--- src/rtl/jam_cost_table.sv ---
// -----------------------------------------------------------------------------
// jam_cost_table
//   Cost-table responder for the job-assignment (JAM) engine. Owns an N x N
//   worker/job cost table, fills it from a valid/ready byte stream in row-major
//   order, then answers W/J lookups combinationally. While the table loads, the
//   block accumulates the sum of per-row minimum costs (LowerBound) for pruning.
//   The JAM engine is held in reset (JamRst=1) until the table is complete.
//
// Ports
//   CLK         in   1      clock, rising edge
//   RST_N       in   1      synchronous active-low reset (also zeroes the table)
//   LdValid     in   1      load stream valid
//   LdData      in   CW     load stream cost entry (W major, J minor)
//   LdReady     out  1      table accepts an entry (LOAD state)
//   Clear       in   1      restart loading; table contents kept until overwritten
//   W           in   IW     worker index of lookup
//   J           in   IW     job index of lookup
//   Cost        out  CW     table[W][J] in SERVE, 0 in LOAD
//   TableReady  out  1      table complete, lookups valid
//   JamRst      out  1      registered active-high reset for the JAM engine
//   LowerBound  out  10     registered sum of row minima (0 while loading)
// -----------------------------------------------------------------------------
module jam_cost_table #(
  parameter int N  = 8,
  parameter int CW = 7
) (
  input  logic                  CLK,
  input  logic                  RST_N,
  input  logic                  LdValid,
  input  logic [CW-1:0]         LdData,
  output logic                  LdReady,
  input  logic                  Clear,
  input  logic [$clog2(N)-1:0]  W,
  input  logic [$clog2(N)-1:0]  J,
  output logic [CW-1:0]         Cost,
  output logic                  TableReady,
  output logic                  JamRst,
  output logic [9:0]            LowerBound
);

  localparam int IW = $clog2(N);
  localparam int PW = 2 * IW;

  localparam logic [0:0] S_LOAD  = 1'b0;
  localparam logic [0:0] S_SERVE = 1'b1;

  logic [0:0]    state_q, state_d;
  logic [PW-1:0] ptr_q, ptr_d;
  logic [CW-1:0] row_min_q, row_min_d;
  logic [9:0]    acc_q, acc_d;
  logic [9:0]    lb_q, lb_d;
  logic          jam_rst_q, jam_rst_d;
  logic [CW-1:0] table_q [N*N];

  logic          xfer;
  logic          wr_en;
  logic [CW-1:0] merged_min;

  assign xfer       = LdValid && (state_q == S_LOAD);
  assign merged_min = (LdData < row_min_q) ? LdData : row_min_q;

  // NOTE: every signal written here gets a default first so no latch is inferred.
  always_comb begin
    state_d   = state_q;
    ptr_d     = ptr_q;
    row_min_d = row_min_q;
    acc_d     = acc_q;
    wr_en     = 1'b0;

    if (Clear) begin
      // Clear wins over a simultaneous transfer: that entry is dropped.
      state_d   = S_LOAD;
      ptr_d     = '0;
      row_min_d = '1;
      acc_d     = '0;
    end else if (xfer) begin
      wr_en = 1'b1;
      ptr_d = ptr_q + 1'b1;
      if (ptr_q[IW-1:0] == '1) begin
        // Last entry of a row: fold the row minimum into the bound and rearm.
        acc_d     = acc_q + 10'(merged_min);
        row_min_d = '1;
      end else begin
        row_min_d = merged_min;
      end
      if (ptr_q == '1) state_d = S_SERVE;
    end

    // Bound and engine reset follow the next state so both line up with TableReady.
    lb_d      = (state_d == S_SERVE) ? acc_d : '0;
    jam_rst_d = (state_d == S_LOAD);
  end

  // NOTE: sequential state uses non-blocking assignments only.
  always_ff @(posedge CLK) begin
    if (!RST_N) begin
      state_q   <= S_LOAD;
      ptr_q     <= '0;
      row_min_q <= '1;
      acc_q     <= '0;
      lb_q      <= '0;
      jam_rst_q <= 1'b1;
      // NOTE: the table is deliberately cleared on reset (Clear keeps it), so it
      // is built from resettable flops rather than a RAM macro.
      for (int i = 0; i < N*N; i++) table_q[i] <= '0;
    end else begin
      state_q   <= state_d;
      ptr_q     <= ptr_d;
      row_min_q <= row_min_d;
      acc_q     <= acc_d;
      lb_q      <= lb_d;
      jam_rst_q <= jam_rst_d;
      if (wr_en) table_q[ptr_q] <= LdData;
    end
  end

  assign LdReady    = (state_q == S_LOAD);
  assign TableReady = (state_q == S_SERVE);
  assign JamRst     = jam_rst_q;
  assign LowerBound = lb_q;
  assign Cost       = (state_q == S_SERVE) ? table_q[{W, J}] : '0;

endmodule

--- config.mk ---
export PLATFORM = sky130hd
export DESIGN_NAME = jam_cost_table
export DESIGN_NICKNAME = d
export VERILOG_FILES = /design/src/rtl/jam_cost_table.sv
export SDC_FILE = /design/constraint.sdc
export NUM_CORES = 1
export LEC_CHECK = 0
export CAP_MARGIN = 15
export CORE_ASPECT_RATIO = 1.25
export CORE_MARGIN = 10
export CORE_UTILIZATION = 35
export CTS_CLUSTER_DIAMETER = 80
export CTS_CLUSTER_SIZE = 30
export DETAILED_ROUTE_END_ITERATION = 8
export PLACE_DENSITY = 0.56
export SKIP_LAST_GASP = 1
export SYNTH_ARGS = -nofsm -noshare
export SYNTH_HDL_FRONTEND = slang
export SYNTH_SLANG_ARGS = --single-unit
--- constraint.sdc ---
create_clock -name CLK -period 4.5 [get_ports CLK]
set_input_delay 0.9 -clock CLK [delete_from_list [all_inputs] [get_ports CLK]]
set_output_delay 0.9 -clock CLK [all_outputs]
set_load 0.01 [all_outputs]
==> run summary, run 1 <==
IR Drop Worst-Case VDD -> 0.000290 V
ys flop type -> edfxtp_1
Clock Root Buffer -> clkbuf_16
Ant. Diodes -> 0
area used by sequential logic in the layout -> 14,200 µm²
Clock Tree Buf Depth -> 3
Reg clk slew, reported paths -> 90 ps
count of final setup violators -> 0
number of setup buffers added after CTS -> 0
overall via count from detail_route -> 12,900
Detailed Routing Iterations Pass 1 -> 5
cell area after synthesis -> 22,800 µm²
top cell type by total area after synthesis -> edfxtp_1
Tcrit/Tclk final -> 98.5%
status -> complete, no violations
initial core utilization -> 35.4%
kind of capture point of the worst setup path -> output port
worst hold-check slack -> 525 ps
fraction of registers with async set/reset -> 0%
Post-DP HPWL -> 39,200 µm
Fin Clk Skew -> 36.1 ps
Leak -> 9.04 nW
die width -> 248 µm
proportion of power drawn by the clock network -> 34.1%
proportion of total power due to net switching -> 24.7%
layout filler cell count -> 5,971
mean number of vias per cell -> 5.15
final hold vios -> 0
Layout area overhead -> 12.2%
distinct cell type count after synthesis -> 52
net count after synthesis -> 1,620
Total Routing Usage GR -> 15.4%
total core area -> 64,400 µm²
YS warnings -> 0
CTS tree -> built
layout cell share with drive strength beyond 1 -> 17.6%
vias in the first global route -> 13,200
logic gate share of total power -> 7.8%
total DRC errors in the routed layout -> 0
Worst Path Required -> 3600 ps
die span in y -> 305 µm
setup TNS after final layout -> 0 ps
maximum frequency from static timing analysis -> 0.226 GHz
count of nets left with antenna violations after detail routing -> 0
overall die area -> 75,700 µm²
Routability Congestion -> 0.803
area occupied by multi-input gates -> 8000 µm²
I/O pin count -> 37
first-pass GRT wire length -> 87,800 µm
max_slew headroom -> 29.6%
mean cell area of the mapped netlist -> 14.4 µm²
FF+latch count, synth -> 483
H-tree depth reported by CTS -> 1
arrival time at the worst endpoint -> 3530 ps
TritonCTS Sinks -> 483
Hold-fix buffers, CTS -> 0
internal power consumption -> 6.64 mW
Iter 0 DRT Violations -> 1,093
type of the worst setup path -> input port to output port
Cells after Synth -> 1,587
transition time at the pin with the least slew margin -> 1060 ps
Flop pwr share -> 58.1%
overall routed net length -> 58,800 µm
unrepaired setup endpoints after global routing -> false
part of the Yosys area used for sequential elements -> 62.1%
total power divided by cell area -> 345 nW/µm²
most frequent cells in the layout -> and2_1, edfxtp_1, mux4_2, buf_4, nor2_1
maximum fanout count along the critical path -> 22
area fraction of the dominant cell type after synthesis -> 59.1%
Final Net Count -> 1,675
post_cts resized -> 0
overflow left after global routing -> 0
most common library cell in the layout ignoring fill and taps -> and2_1
initial antenna violation count -> 1
number of buffers added by the clock tree synthesis step -> 27
NetSw -> 2.17 mW
MaxCap Viol Count -> 0
kind of launch point of the worst setup path -> input port
Max Transition Viols Final -> 0
count of standard-cell rows -> 104
post-layout min period -> 4430 ps
count of input and output buffers -> 36
insertion delay to the later sink of the worst-skew pair -> 610 ps
largest net degree at the start of global routing -> 67
type of the most critical hold path -> flip-flop to flip-flop
number of enable flip-flop cells after synthesis -> 448
Routed wire per std cell -> 23.4 µm
most area-consuming cells after synthesis -> edfxtp_1, and2_1, mux4_2
worst max-delay path, cell delays in order:
cell and delay, ps:
buf_6 120, buf_12 170, buf_4 210, mux4_2 340, mux2i_1 140, mux4_2 530
o22ai_1 450, clkdlybuf4s50_1 650
worst paths after layout:
check,to,slack [ps],from,depth (start not counted)
setup reg to reg,LowerBound[6],780,row_min_q[5],14
hold / removal,acc_q[2],530,acc_q[2],2
setup / recovery,Cost[5],70,J[1],8
hold reg to reg,acc_q[2],530,acc_q[2],2
state kept, by name (all words and copies together), names as in the netlist:
register and count:
TableReady 1, JamRst 1, row_min_q 7, table_q 448, ptr_q 6, LowerBound 10
acc_q 10
cells in the mapped netlist, types with 2 or more instances:
| library cell | number |
|---|---|
| a2111oi_0 | 2 |
| a211o_1 | 2 |
| a211oi_1 | 17 |
| a21o_1 | 4 |
| a21oi_1 | 19 |
| a22oi_1 | 6 |
| a31oi_1 | 3 |
| and2_1 | 450 |
| buf_1 | 5 |
| buf_2 | 11 |
| buf_4 | 12 |
| buf_6 | 4 |
| clkbuf_1 | 90 |
| dfxtp_1 | 35 |
| edfxtp_1 | 448 |
| ha_1 | 15 |
| inv_1 | 15 |
| mux2_2 | 7 |
| mux2i_1 | 20 |
| mux4_1 | 14 |
| mux4_2 | 112 |
| nand2_1 | 26 |
| nand2b_1 | 12 |
| nand3_1 | 4 |
| nand3b_1 | 4 |
| nor2_1 | 103 |
| nor2_2 | 2 |
| nor2b_1 | 18 |
| nor3_1 | 12 |
| nor3b_1 | 2 |
| o21a_1 | 3 |
| o21ai_0 | 70 |
| o21ai_1 | 4 |
| o22ai_1 | 7 |
| or3_1 | 6 |
| xnor2_1 | 7 |
layer usage:
layer	track usage [%]	up-vias	wire length, µm
met5	0	-	25
met4	5.40	2	2090
met3	2.06	83	2710
met2	26.2	340	29600
met1	19.7	6596	24400
li1	-	5914	-
stage by stage:
stage	utilization [%]	cells	total power [mW]	cell area [µm²]	setup WS, ps
floorplan	-	1587	5.60	22800	441
global placement	38.1	2461	5.91	24500	49.6
detailed placement	38.1	2461	5.92	24500	17.1
CTS	39.7	2510	8.90	25500	21.8
global route	39.7	2510	9.07	25500	43.6
finish	39.7	2510	8.81	25500	68.9
kinds of logic (layout without fill, tap and decap cells):
| group | count (synthesis) | after routing | synth area share, % |
|---|---|---|---|
| compound gates | 144 | 144 | 3.71 |
| fa+ha+maj | 16 | 16 | 0.912 |
| xor+xnor | 8 | 8 | 0.308 |
| buf+inv | 138 | 213 | 2.74 |
| simple gates | 645 | 645 | 16.3 |
| mux | 153 | 153 | 13.9 |
| flops | 483 | 483 | 62.1 |
final cells by class:
type / count / area share (%)
clock buffers: 30 / 2.69
inverters: 15 / 0.220
multi-input cells: 966 / 31.3
well taps: 848 / 4.15
flip-flops and latches: 483 / 55.4
repair buffers: 149 / 4.95
clock inverters: 19 / 1.27
power groups by stage:
stage	registers, mW	clock network (mW)	logic [mW]
detailed placement	5.22	0	0.701
finish	5.12	3.00	0.690
global placement	5.22	0	0.694
global route	5.13	3.20	0.734
CTS	5.12	3.08	0.702
floorplan	5.18	0	0.422
Power figures use the tool's default switching activity.
==> inputs of run 2 (changes only) <==
Settings changed: ABC_CLOCK_PERIOD_IN_PS set to 4500, SLEW_MARGIN set to 40.
==> run summary, run 2 (synthesis results as in run 1) <==
placed standard-cell area -> 24,500 µm²
cell repeated most along the worst path -> mux4_2
max reg flops -> 448
transition time at the pin with the least slew margin -> 859 ps
overall routed net length -> 58,900 µm
largest net degree at the start of global routing -> 67
master of the slowest instance on the critical path -> clkdlybuf4s50_1
Finished Cell Area -> 25,400 µm²
proportion of total power due to net switching -> 24.1%
Tcrit/Tclk final -> 99.2%
post-layout min period -> 4460 ps
Final Net Count -> 1,673
H-tree depth reported by CTS -> 1
minimum setup slack among reg-to-reg paths -> 770 ps
first-pass GRT wire length -> 87,400 µm
internal power consumption -> 6.45 mW
final setup slack of the worst path -> 36.3 ps
count of input and output buffers -> 36
max_slew headroom -> 42.8%
Clock Root Buffer -> clkbuf_16
TritonCTS Sinks -> 483
Worst Path Required -> 3600 ps
type of the worst setup path -> input port to output port
Layout area overhead -> 11.4%
kind of launch point of the worst setup path -> input port
overall via count from detail_route -> 12,900
CTS tree -> built
MaxCap Viol Count -> 0
area used by sequential logic in the layout -> 14,200 µm²
initial core utilization -> 35.4%
Worst Hold Endpoint -> acc_q[3]
most frequent cells in the layout -> and2_1, edfxtp_1, mux4_2, buf_4, nor2_1
total power divided by cell area -> 335 nW/µm²
maximum fanout count along the critical path -> 22
count of nets left with antenna violations after detail routing -> 0
Flop pwr share -> 60.2%
count of standard-cell rows -> 104
area occupied by multi-input gates -> 8010 µm²
arrival time at the worst endpoint -> 3560 ps
Crit path depth -> 8
Reg clk slew, reported paths -> 100 ps
worst stage delay on the critical path -> 660 ps
initial antenna violation count -> 0
Post-DP HPWL -> 39,200 µm
critical register-to-register path startpoint -> row_min_q[5]
number of buffers added by the clock tree synthesis step -> 25
final hold vios -> 0
layout cell share with drive strength beyond 1 -> 17.6%
sequence of cells on the critical path -> buf_6 -> buf_12 -> buf_4 -> mux4_2 -> mux2i_1 -> mux4_2 -> o22ai_1 -> clkdlybuf4s50_1
cell count of the worst reg-to-reg path -> 14
Routed wire per std cell -> 23.5 µm
IR Drop Worst-Case VDD -> 0.000258 V
Setup Slack @ Placement -> 13.9 ps
number of setup buffers added after CTS -> 0
most common library cell in the layout ignoring fill and taps -> and2_1
maximum frequency from static timing analysis -> 0.224 GHz
insertion delay to the later sink of the worst-skew pair -> 590 ps
overall die area -> 75,700 µm²
Max Transition Viols Final -> 0
vias in the first global route -> 13,100
post_cts resized -> 0
total DRC errors in the routed layout -> 0
Routability Congestion -> 0.803
I/O pin count -> 37
total core area -> 64,400 µm²
overflow left after global routing -> 0
die span in y -> 305 µm
Hold-fix buffers, CTS -> 0
mean number of vias per cell -> 5.15
Total Routing Usage GR -> 15.4%
end of the worst register-to-register path -> LowerBound[6]
proportion of power drawn by the clock network -> 31.7%
critical hold path startpoint -> acc_q[3]
layout filler cell count -> 5,955
unrepaired setup endpoints after global routing -> false
register with the most flip-flops -> table_q
cell depth of the worst hold path -> 2
Clock Tree Buf Depth -> 3
NetSw -> 2.05 mW
count of final setup violators -> 0
Crit path max-delay family -> buffers and inverters
setup TNS after final layout -> 0 ps
Leak -> 8.96 nW
Detailed Routing Iterations Pass 1 -> 5
kind of capture point of the worst setup path -> output port
launch point of the critical path -> J[1]
Iter 0 DRT Violations -> 1,141
Fin Clk Skew -> 33.0 ps
logic gate share of total power -> 8.1%
type of the most critical hold path -> flip-flop to flip-flop
count of buffering cells on the critical path with inverters included -> 4
die width -> 248 µm
status -> complete, no violations
-- run 2: cell types whose count changed in the layout (fill, tap and decap cells not counted), moves of 3 or more --
cell / delta
inv_16: -3
inv_8: +3
inv_6: +3
clkinv_8: -3
-- run 2: worst register-to-register path, stage by stage, from the launching register on --
cell,delay [ps]
dfxtp_1,390
inv_1,60
ha_1,290
a2111oi_0,330
o21ai_1,160
and2_1,200
mux2_2,270
ha_1,210
fa_1,440
a21o_1,200
a21oi_1,250
o21ai_0,190
a2111oi_0,430
a31oi_1,100
a21oi_1,140
-- run 2: power groups by stage --
| stage | logic (mW) | registers, mW | clock network (mW) |
|---|---|---|---|
| detailed placement | 0.701 | 5.22 | 0 |
| CTS | 0.703 | 5.12 | 2.75 |
| global placement | 0.694 | 5.22 | 0 |
| finish | 0.691 | 5.12 | 2.69 |
| global route | 0.734 | 5.13 | 2.89 |
| floorplan | 0.422 | 5.18 | 0 |
-- run 2: worst max-delay path by stage --
stage / endpoint / slack, ps
6_report: Cost[5] / 40
5_1_grt: Cost[5] / 20
4_1_cts: Cost[5] / 10
3_5_place_dp: Cost[5] / 10
3_3_place_gp: Cost[5] / 50
2_1_floorplan: LowerBound[6] / 440
-- run 2: stage by stage --
step,instances,power (mW),hold WS [ps],utilization [%]
after floorplan,1587,5.60,477,-
after global placement,2461,5.91,493,38.1
after detailed placement,2461,5.92,499,38.1
after CTS,2506,8.57,527,39.4
after global routing,2506,8.76,556,39.4
final,2507,8.50,520,39.4
-- run 2: area by class of cell --
| cell class | count | share of cell area (%) |
|---|---|---|
| clock buffers | 28 | 2.51 |
| inverters | 15 | 0.222 |
| repair buffers | 149 | 5.00 |
| flip-flops and latches | 483 | 55.8 |
| well taps | 848 | 4.18 |
| multi-input cells | 966 | 31.6 |
| diodes | 1 | 0.00986 |
| clock inverters | 17 | 0.740 |
-- run 2: per-layer routing --
metal  track usage, %  wire length, µm
met5                0                0
met1             19.7            24500
met3             2.15             2710
met2             26.3            29800
met4             4.94             1790
